## src/rtl/mips_bus_arbiter_if.sv

```systemverilog
// rtl/mips_bus_arbiter_if.sv - instruction/data ports and Avalon master bundle for mips_bus_arbiter
// master = arbiter view, slave = CPU/memory environment view.
interface mips_bus_arbiter_if;
  logic [31:0] i_address;
  logic        i_read;
  logic        i_waitrequest;
  logic [31:0] i_readdata;

  logic [31:0] d_address;
  logic        d_read;
  logic        d_write;
  logic [31:0] d_writedata;
  logic [3:0]  d_byteenable;
  logic        d_waitrequest;
  logic [31:0] d_readdata;

  logic [31:0] address;
  logic        read;
  logic        write;
  logic [31:0] writedata;
  logic [3:0]  byteenable;
  logic        waitrequest;
  logic [31:0] readdata;

  modport master (
    input  i_address, i_read, d_address, d_read, d_write, d_writedata, d_byteenable,
    input  waitrequest, readdata,
    output i_waitrequest, i_readdata, d_waitrequest, d_readdata,
    output address, read, write, writedata, byteenable
  );

  modport slave (
    output i_address, i_read, d_address, d_read, d_write, d_writedata, d_byteenable,
    output waitrequest, readdata,
    input  i_waitrequest, i_readdata, d_waitrequest, d_readdata,
    input  address, read, write, writedata, byteenable
  );
endinterface

```

## src/rtl/mips_bus_arbiter.sv

```systemverilog
// rtl/mips_bus_arbiter.sv - arbitrates MIPS instruction and data ports onto one Avalon master
// Optional ARB_ROUND_ROBIN_EN: round-robin tie-break; otherwise data port always wins ties.
module mips_bus_arbiter (
  input  logic               clk,
  input  logic               reset,
  mips_bus_arbiter_if.master bus,
  output logic [1:0]         grant,
  output logic               busy
);

  typedef enum logic [1:0] {
    IDLE  = 2'b00,
    GNT_I = 2'b01,
    GNT_D = 2'b10
  } state_t;

  state_t     state_q;
  logic [1:0] grant_q;
  logic       pend_i;
  logic       pend_d;
  logic       tie_to_d;

  assign pend_i = bus.i_read;
  assign pend_d = bus.d_read | bus.d_write;

`ifdef ARB_ROUND_ROBIN_EN
  logic last_d_q;  // 1 = data port completed the most recent transaction
  assign tie_to_d = ~last_d_q;
`else
  assign tie_to_d = 1'b1;
`endif

  // A granted port leaves on completion (request high, no wait) or on abort (request dropped).
  always_ff @(posedge clk or negedge reset) begin
    if (!reset) begin
      state_q  <= IDLE;
      grant_q  <= 2'b00;
`ifdef ARB_ROUND_ROBIN_EN
      last_d_q <= 1'b0;
`endif
    end else begin
      case (state_q)
        IDLE: begin
          if (pend_d && (tie_to_d || !pend_i)) begin
            state_q <= GNT_D;
            grant_q <= 2'b10;
          end else if (pend_i) begin
            state_q <= GNT_I;
            grant_q <= 2'b01;
          end
        end
        GNT_I: begin
          if (!pend_i || !bus.waitrequest) begin
            state_q <= IDLE;
            grant_q <= 2'b00;
`ifdef ARB_ROUND_ROBIN_EN
            if (pend_i) last_d_q <= 1'b0;
`endif
          end
        end
        GNT_D: begin
          if (!pend_d || !bus.waitrequest) begin
            state_q <= IDLE;
            grant_q <= 2'b00;
`ifdef ARB_ROUND_ROBIN_EN
            if (pend_d) last_d_q <= 1'b1;
`endif
          end
        end
        default: begin
          state_q <= IDLE;
          grant_q <= 2'b00;
        end
      endcase
    end
  end

  assign grant = grant_q;
  assign busy  = |grant_q;

  always_comb begin
    bus.address       = 32'h0;
    bus.read          = 1'b0;
    bus.write         = 1'b0;
    bus.writedata     = 32'h0;
    bus.byteenable    = 4'b0000;
    bus.i_waitrequest = 1'b1;
    bus.d_waitrequest = 1'b1;
    case (state_q)
      GNT_I: begin
        bus.address       = bus.i_address;
        bus.read          = bus.i_read;
        bus.byteenable    = 4'b1111;
        bus.i_waitrequest = bus.waitrequest;
      end
      GNT_D: begin
        bus.address       = bus.d_address;
        bus.write         = bus.d_write;
        bus.read          = bus.d_read & ~bus.d_write;  // write wins a read/write conflict
        bus.writedata     = bus.d_writedata;
        bus.byteenable    = bus.d_byteenable;
        bus.d_waitrequest = bus.waitrequest;
      end
      default: ;
    endcase
  end

  assign bus.i_readdata = bus.readdata;
  assign bus.d_readdata = bus.readdata;

endmodule

```

## src/flat_wrapper.sv

```systemverilog
// flat-port wrapper written by rule: the top's interface ports become plain ports
module mips_bus_arbiter_flat 
  (clk, reset, grant, busy, bus_i_address, bus_i_read, bus_d_address, bus_d_read, bus_d_write, bus_d_writedata, bus_d_byteenable, bus_waitrequest, bus_readdata, bus_i_waitrequest, bus_i_readdata, bus_d_waitrequest, bus_d_readdata, bus_address, bus_read, bus_write, bus_writedata, bus_byteenable);
  mips_bus_arbiter_if bus_i ();
  input  logic clk;
  input  logic reset;
  output logic [1:0] grant;
  output logic busy;
  input wire logic [$bits(bus_i.i_address)-1:0] bus_i_address;
  input wire logic [$bits(bus_i.i_read)-1:0] bus_i_read;
  input wire logic [$bits(bus_i.d_address)-1:0] bus_d_address;
  input wire logic [$bits(bus_i.d_read)-1:0] bus_d_read;
  input wire logic [$bits(bus_i.d_write)-1:0] bus_d_write;
  input wire logic [$bits(bus_i.d_writedata)-1:0] bus_d_writedata;
  input wire logic [$bits(bus_i.d_byteenable)-1:0] bus_d_byteenable;
  input wire logic [$bits(bus_i.waitrequest)-1:0] bus_waitrequest;
  input wire logic [$bits(bus_i.readdata)-1:0] bus_readdata;
  output wire logic [$bits(bus_i.i_waitrequest)-1:0] bus_i_waitrequest;
  output wire logic [$bits(bus_i.i_readdata)-1:0] bus_i_readdata;
  output wire logic [$bits(bus_i.d_waitrequest)-1:0] bus_d_waitrequest;
  output wire logic [$bits(bus_i.d_readdata)-1:0] bus_d_readdata;
  output wire logic [$bits(bus_i.address)-1:0] bus_address;
  output wire logic [$bits(bus_i.read)-1:0] bus_read;
  output wire logic [$bits(bus_i.write)-1:0] bus_write;
  output wire logic [$bits(bus_i.writedata)-1:0] bus_writedata;
  output wire logic [$bits(bus_i.byteenable)-1:0] bus_byteenable;
  assign bus_i.i_address = bus_i_address;
  assign bus_i.i_read = bus_i_read;
  assign bus_i.d_address = bus_d_address;
  assign bus_i.d_read = bus_d_read;
  assign bus_i.d_write = bus_d_write;
  assign bus_i.d_writedata = bus_d_writedata;
  assign bus_i.d_byteenable = bus_d_byteenable;
  assign bus_i.waitrequest = bus_waitrequest;
  assign bus_i.readdata = bus_readdata;
  assign bus_i_waitrequest = bus_i.i_waitrequest;
  assign bus_i_readdata = bus_i.i_readdata;
  assign bus_d_waitrequest = bus_i.d_waitrequest;
  assign bus_d_readdata = bus_i.d_readdata;
  assign bus_address = bus_i.address;
  assign bus_read = bus_i.read;
  assign bus_write = bus_i.write;
  assign bus_writedata = bus_i.writedata;
  assign bus_byteenable = bus_i.byteenable;
  mips_bus_arbiter u_core (.clk(clk), .reset(reset), .bus(bus_i), .grant(grant), .busy(busy));
endmodule
```

## config.mk

```make
export PLATFORM = sky130hd
export DESIGN_NAME = mips_bus_arbiter_flat
export DESIGN_NICKNAME = d
export VERILOG_FILES = /design/src/rtl/mips_bus_arbiter_if.sv /design/src/rtl/mips_bus_arbiter.sv /design/src/flat_wrapper.sv
export SDC_FILE = /design/constraint.sdc
export NUM_CORES = 1
export LEC_CHECK = 0
export ABC_CLOCK_PERIOD_IN_PS = 3200
export BUFFER_PORTS_ARGS = -buffer_cell sky130_fd_sc_hd__buf_2
export CAP_MARGIN = 20
export CORE_AREA = 5 5 105 107
export CTS_CLUSTER_SIZE = 20
export DETAILED_ROUTE_END_ITERATION = 8
export DIE_AREA = 0 0 110 112
export HOLD_SLACK_MARGIN = 0.05
export MAX_ROUTING_LAYER = met4
export PLACE_DENSITY_LB_ADDON = 0.3
export SYNTH_ARGS = -nofsm -noshare
export SYNTH_HDL_FRONTEND = slang
export SYNTH_SLANG_ARGS = --single-unit
```

## constraint.sdc

```tcl
create_clock -name clk -period 3.2 [get_ports clk]
set_clock_uncertainty 0.1 [all_clocks]
set_input_delay 0.16 -clock clk [delete_from_list [all_inputs] [get_ports clk]]
set_output_delay 0.16 -clock clk [all_outputs]
set_load 0.05 [all_outputs]
```

==> impl_metrics.py, run 1 <==
metrics = {
    "power_and_ir_drop": {
        "vdd_drop_max_uv": 518,
        "power_leakage_nw": 1.13,
        "power.density_nw_per_um2": 1020,
    },
    "clock_network": {
        "h-tree-depth": 1,
        "cts_setup_buffers": 0,
        "cts_buffer_depth": 2,
        "cts_sinks": 2,
        "cts_tree": "done",
        "cts_root_buf": "clkbuf_8",
        "cts_buffers": 3,
        "clock_latency_ns": 0.21,
        "cts.reportedPaths.clkPinSlew_ns": 0.03,
    },
    "global_routing": {
        "grt_first_pass_wirelength_um": 8640,
        "first_global_vias": 1696,
        "grt_use_total_pct": 8.95,
        "grt_start_max_net_pins": 46,
        "antenna_found_initial": 0,
        "overflow": 0,
    },
    "place": {
        "io_buffers": 180,
        "dp.cells": 448,
        "place.gp.congestion": 0.704,
        "post-place-ws_ns": 0.939,
        "dpl.hpwl_um": 5170,
    },
    "floorplan": {
        "core_um2": 10000,
        "die_x_um": 110,
        "top_level_ports": 277,
        "die_h_um": 112,
        "die_area_um2": 12300,
        "floorplan.initialDensity_pct": 14.7,
        "rows": 37,
    },
    "worst_hold_path": {
        "hold_path.class": "input port to async pin",
    },
    "timing": {
        "fin_crit_sh_pct": 76.0,
        "hold_violations": 0,
        "slew_viol_final": 0,
        "rsz0062_at_grt": "no",
        "fmax_ghz": 0.411,
        "period_needed_ns": 2.43,
        "tns_ns": 0,
        "setup_viol": 0,
        "tightest_slew_ns": 0.850,
        "slew_headroom_pct": 43.3,
        "setup_ws_ns": 0.767,
    },
    "cells_and_area": {
        "nets": 459,
        "fin_cells": 452,
        "regArea_um2": 50.0,
        "multi_input_area_um2": 862,
        "largest_reg_flops": 2,
        "nFillCells": 1156,
        "syn_to_final_growth_pct": 40.7,
        "drive_above_1_share_pct": 60.1,
        "diodes": 0,
    },
    "routing": {
        "firstDrtPassIters": 5,
        "dr_wl_met3_um": 667,
        "drtIter0Drc": 65,
        "routedWlPerCell_um": 13.6,
        "dr_wl_met2_um": 2960,
        "drc_errors": 0,
        "wl_met1_um": 2280,
        "wl_um": 6140,
        "vias_per_cell": 3.86,
        "drtAntennaViolNets": 0,
        "highest_layer": "met4",
        "vias": 1745,
    },
    "synth": {
        "ys_ff_latch": 2,
        "synth-seq-area-share_pct": 3.40,
        "synthCells": 209,
        "avgSynthCellArea_um2": 7.05,
        "ys_types": 24,
        "synth_fp_nets": 350,
        "netlist_area_um2": 1470,
        "ys_warn_count": 0,
    },
    "setup_path": {
        "cp_slowest_stage_delay_ns": 0.76,
        "path_max_fanout": 40,
        "cp_slowest_cell": "ha_2",
        "worstPathCellList": "inv_1 -> ha_2 -> a22oi_1 -> nor2b_1 -> buf_2",
        "cp.arrival_ns": 2.17,
        "crit_type": "flip-flop to output port",
        "worstReg2RegEnd": "u_core.grant[0]$_DFFE_PN0P_",
        "path_buf_inv": 2,
        "r2r_cells": 5,
        "cp-end-kind": "output port",
        "start_kind": "flip-flop",
        "r2r_start": "u_core.grant[1]$_DFFE_PN0P_",
        "r2r_slack_ns": 1.26,
        "path_delay_family": "adder cells",
        "cp.required_ns": 2.94,
    },
    "run": {
        "maxCapViolations": 0,
    },
    "status": {
        "outcome": "finished clean",
    },
}
stage by stage:
stage	hold slack [ns]	utilization [%]	area (um^2)	total power, mW
detailed placement	-0.148	20.1	2020	2.04
floorplan	-0.236	-	1470	1.79
CTS	0.173	20.6	2070	2.15
global placement	-0.151	20.1	2020	2.03
finish	0.181	20.6	2070	2.12
global route	0.201	20.6	2070	2.24
worst max path at each step:
stage          depth (start not counted)              end  slack [ns]                         from
2_1_floorplan                          6         bus_read        0.55  u_core.grant[0]$_DFFE_PN0P_
3_3_place_gp                           5  bus_address[14]        1.03  u_core.grant[1]$_DFFE_PN0P_
3_5_place_dp                           5  bus_address[14]        0.94  u_core.grant[1]$_DFFE_PN0P_
4_1_cts                                5  bus_address[14]        0.72  u_core.grant[1]$_DFFE_PN0P_
5_1_grt                                5   bus_address[1]        0.65  u_core.grant[1]$_DFFE_PN0P_
6_report                               5  bus_address[14]        0.77  u_core.grant[1]$_DFFE_PN0P_
placed cells by master, fill, tap and decap left out, drive strengths merged:
cell	Yosys	layout
o22ai	1	1
ha	3	3
inv	3	3
dlygate4sd3	0	1
nand4	1	1
a21boi	2	2
nand2b	2	2
nor3	1	1
buf	73	182
nand2	3	3
a21oi	5	5
a211o	1	1
a2111oi	1	1
nand3b	1	1
a22oi	32	32
o21ai	1	1
nor2b	36	36
a2bb2oi	1	1
nor2	1	1
and2	33	33
dfrtp	2	2
clkbuf	6	3
worst reg2reg max path, cell delays in order, from the launching register on:
cell and delay, ns:
dfrtp_1 0.40, inv_1 0.12, ha_2 0.76, nand2_2 0.14, a21boi_1 0.18, a2bb2oi_1 0.17
final cells by class:
| class | count | area share (%) |
|---|---|---|
| inverter | 3 | 0.543 |
| multi-input combinational | 125 | 41.6 |
| timing repair buffer | 183 | 45.3 |
| clock buffer | 3 | 1.99 |
| sequential | 2 | 2.41 |
| tap | 136 | 8.21 |
power by group:
group,total (mW),internal [mW],switching (mW)
registers,0.0409,0.0332,0.00764
logic,1.98,0.521,1.46
clock network,0.0971,0.0793,0.0178
layer usage:
layer  vias up  GRT usage (%)
li1        848              -
met1       739           9.20
met2       126           16.3
met3        32           1.39
met4         0           4.07
met5         -              -
Yosys cell counts, drive strengths merged:
master,count,area share [%]
buf,73,36
nor2b,36,15
and2,33,14
a22oi,32,16
clkbuf,6,1.5
a21oi,5,1.7
ha,3,2.5
inv,3,0.76
nand2,3,0.93
a21boi,2,1.0
dfrtp,2,3.4
nand2b,2,0.85
a2111oi,1,1.9
a211o,1,0.59
a2bb2oi,1,0.59
nand3b,1,0.51
nand4,1,0.42
nor2,1,0.42
nor3,1,0.34
o21ai,1,0.34
o22ai,1,0.42
what timing repair did:
item | CTS | global route
resized for setup | 0 | 0
hold buffers | 1 | 0
endpoints found under the hold margin | 2 | 0
cell families (layout without fill, tap and decap cells):
kind of cell	Yosys count	after routing	synth area share, %
fa+ha+maj	3	3	2.55
compound gates	44	44	22.8
simple gates	78	78	32.8
buf+inv	82	189	38.5
flops	2	2	3.40
No activity file was read; power rests on OpenSTA's default activity.
==> run 2: changes to the inputs <==
Settings changed: ABC_CLOCK_PERIOD_IN_PS 3200 to 2100, CORE_AREA 5 5 105 107 to 5 5 106 108, DIE_AREA 0 0 110 112 to 0 0 111 113.
Clock period 3.2 ns to 2.1 ns, I/O delays scaled along.
==> impl_metrics.py, run 2 (same netlist as run 1, synthesis figures left out) <==
metrics = {
    "routing": {
        "drtIter0Drc": 36,
        "routedWlPerCell_um": 14.2,
        "drtAntennaViolNets": 0,
        "drc_errors": 0,
        "firstDrtPassIters": 4,
        "wl_um": 6490,
        "vias": 1769,
        "vias_per_cell": 3.88,
    },
    "cells_and_area": {
        "nFillCells": 1160,
        "syn_to_final_growth_pct": 51.9,
        "layout_common_cells": "buf_2 (179), nor2b_2 (36), and2_1 (33)",
        "drive_above_1_share_pct": 71.9,
        "nets": 463,
        "largest_reg_flops": 2,
        "final_common_cell": "buf_2",
        "diodes": 0,
    },
    "setup_path": {
        "cp.arrival_ns": 1.77,
        "startpoint": "u_core.grant[1]$_DFFE_PN0P_",
        "crit_type": "flip-flop to output port",
        "path_buf_inv": 3,
        "cp_slowest_stage_delay_ns": 0.43,
        "cp-end-kind": "output port",
        "cp.required_ns": 1.89,
        "start_kind": "flip-flop",
        "worstPathCellList": "inv_1 -> ha_1 -> buf_6 -> nor2b_2 -> buf_2",
        "r2r_cells": 6,
        "worstReg2RegEnd": "u_core.grant[1]$_DFFE_PN0P_",
        "path_max_fanout": 28,
        "cp_slowest_cell": "dfrtp_1",
        "r2r_slack_ns": 0.50,
        "path_delay_family": "buffers and inverters",
        "r2r_start": "u_core.grant[1]$_DFFE_PN0P_",
    },
    "global_routing": {
        "grt_first_pass_wirelength_um": 9930,
        "overflow": 0,
        "first_global_vias": 1976,
        "grt_start_max_net_pins": 36,
        "grt_use_total_pct": 9.88,
        "antenna_found_initial": 0,
    },
    "power_and_ir_drop": {
        "power.density_nw_per_um2": 1550,
        "vdd_drop_max_uv": 834,
        "totalPowerFinal_mw": 3.47,
        "power_leakage_nw": 1.20,
    },
    "floorplan": {
        "die_area_um2": 12500,
        "die_h_um": 113,
        "die_x_um": 111,
        "core_um2": 10100,
        "floorplan.initialDensity_pct": 14.5,
        "rows": 37,
        "top_level_ports": 277,
    },
    "clock_network": {
        "clock_latency_ns": 0.21,
        "cts_sinks": 2,
        "h-tree-depth": 1,
        "cts_buffer_depth": 2,
        "cts_setup_buffers": 0,
        "cts.reportedPaths.clkPinSlew_ns": 0.03,
        "cts_buffers": 3,
        "cts_tree": "done",
        "cts_root_buf": "clkbuf_8",
    },
    "worst_hold_path": {
        "holdPathEnd": "bus_d_readdata[14]",
        "whs_path_depth": 0,
        "min_from": "bus_readdata[14]",
        "hold_path.class": "input port to output port",
    },
    "timing": {
        "hold_ws_ns": 0.110,
        "fmax_ghz": 0.507,
        "rsz0062_at_grt": "no",
        "fin_crit_sh_pct": 93.9,
        "period_needed_ns": 1.97,
        "tightest_slew_ns": 0.298,
        "slew_viol_final": 0,
        "hold_violations": 0,
        "slew_headroom_pct": 80.3,
        "setup_viol": 0,
    },
    "place": {
        "io_buffers": 180,
        "dpl.hpwl_um": 5510,
        "place.gp.congestion": 0.784,
    },
    "status": {
        "outcome": "finished clean",
    },
    "run": {
        "maxCapViolations": 0,
    },
}
[run 2: worst max path at each step]
stage	slack [ns]	to	cells after the start
after floorplan	-0.13	bus_read	6
after global placement	0.29	bus_address[13]	6
after detailed placement	0.26	bus_address[5]	6
after CTS	0.05	bus_address[5]	6
after global routing	0.01	bus_address[5]	5
final	0.13	bus_address[3]	5
[run 2: per-layer routing]
metal	global-route usage (%)	part of all wire [%]	vias to the layer above
met1	9.40	35	779
met4	4.76	3.0	0
met5	-	0	-
li1	-	-	855
met3	1.98	8.9	26
met2	19.0	53	109
[run 2: worst register-to-register path: stages (launching register included)]
cell and delay (ns):
dfrtp_1 0.43, inv_1 0.12, ha_2 0.20, buf_4 0.18, nand2_2 0.09, a21oi_1 0.07
a211o_1 0.28
[run 2: timing repair]
| action | 4_1_cts | 5_1_grt |
|---|---|---|
| hold buffers | 1 | 0 |
| hold endpoints to repair | 2 | 0 |
| resized for setup | 0 | 3 |
| endpoints found under the setup margin | 0 | 24 |
[run 2: power by group]
part	switching, mW	internal [mW]	total (mW)
clock network	0.0331	0.121	0.155
registers	0.0184	0.0505	0.0689
logic	2.28	0.964	3.24
total	2.33	1.14	3.47
[run 2: per-stage QoR]
| stage | util [%] | cell area [um^2] | worst slack, ns | std cells | TNS, ns |
|---|---|---|---|---|---|
| 2_1_floorplan | - | 1560 | -0.127 | 209 | -0.127 |
| 5_1_grt | 22.1 | 2240 | 0.0102 | 456 | 0 |
| 6_report | 22.1 | 2240 | 0.128 | 456 | 0 |
| 4_1_cts | 21.9 | 2220 | 0.0484 | 456 | 0 |
| 3_5_place_dp | 21.4 | 2170 | 0.261 | 452 | 0 |
| 3_3_place_gp | 21.4 | 2170 | 0.286 | 452 | 0 |
[run 2: area by class of cell]
type                    instances  area, um^2  share of cell area, %
multi-input cells             125         962                   43.0
inverters                       3        11.3                  0.503
repair buffers                187        1000                   44.8
well taps                     136         170                   7.60
flip-flops and latches          2        50.0                   2.24
clock buffers                   3        41.3                   1.84
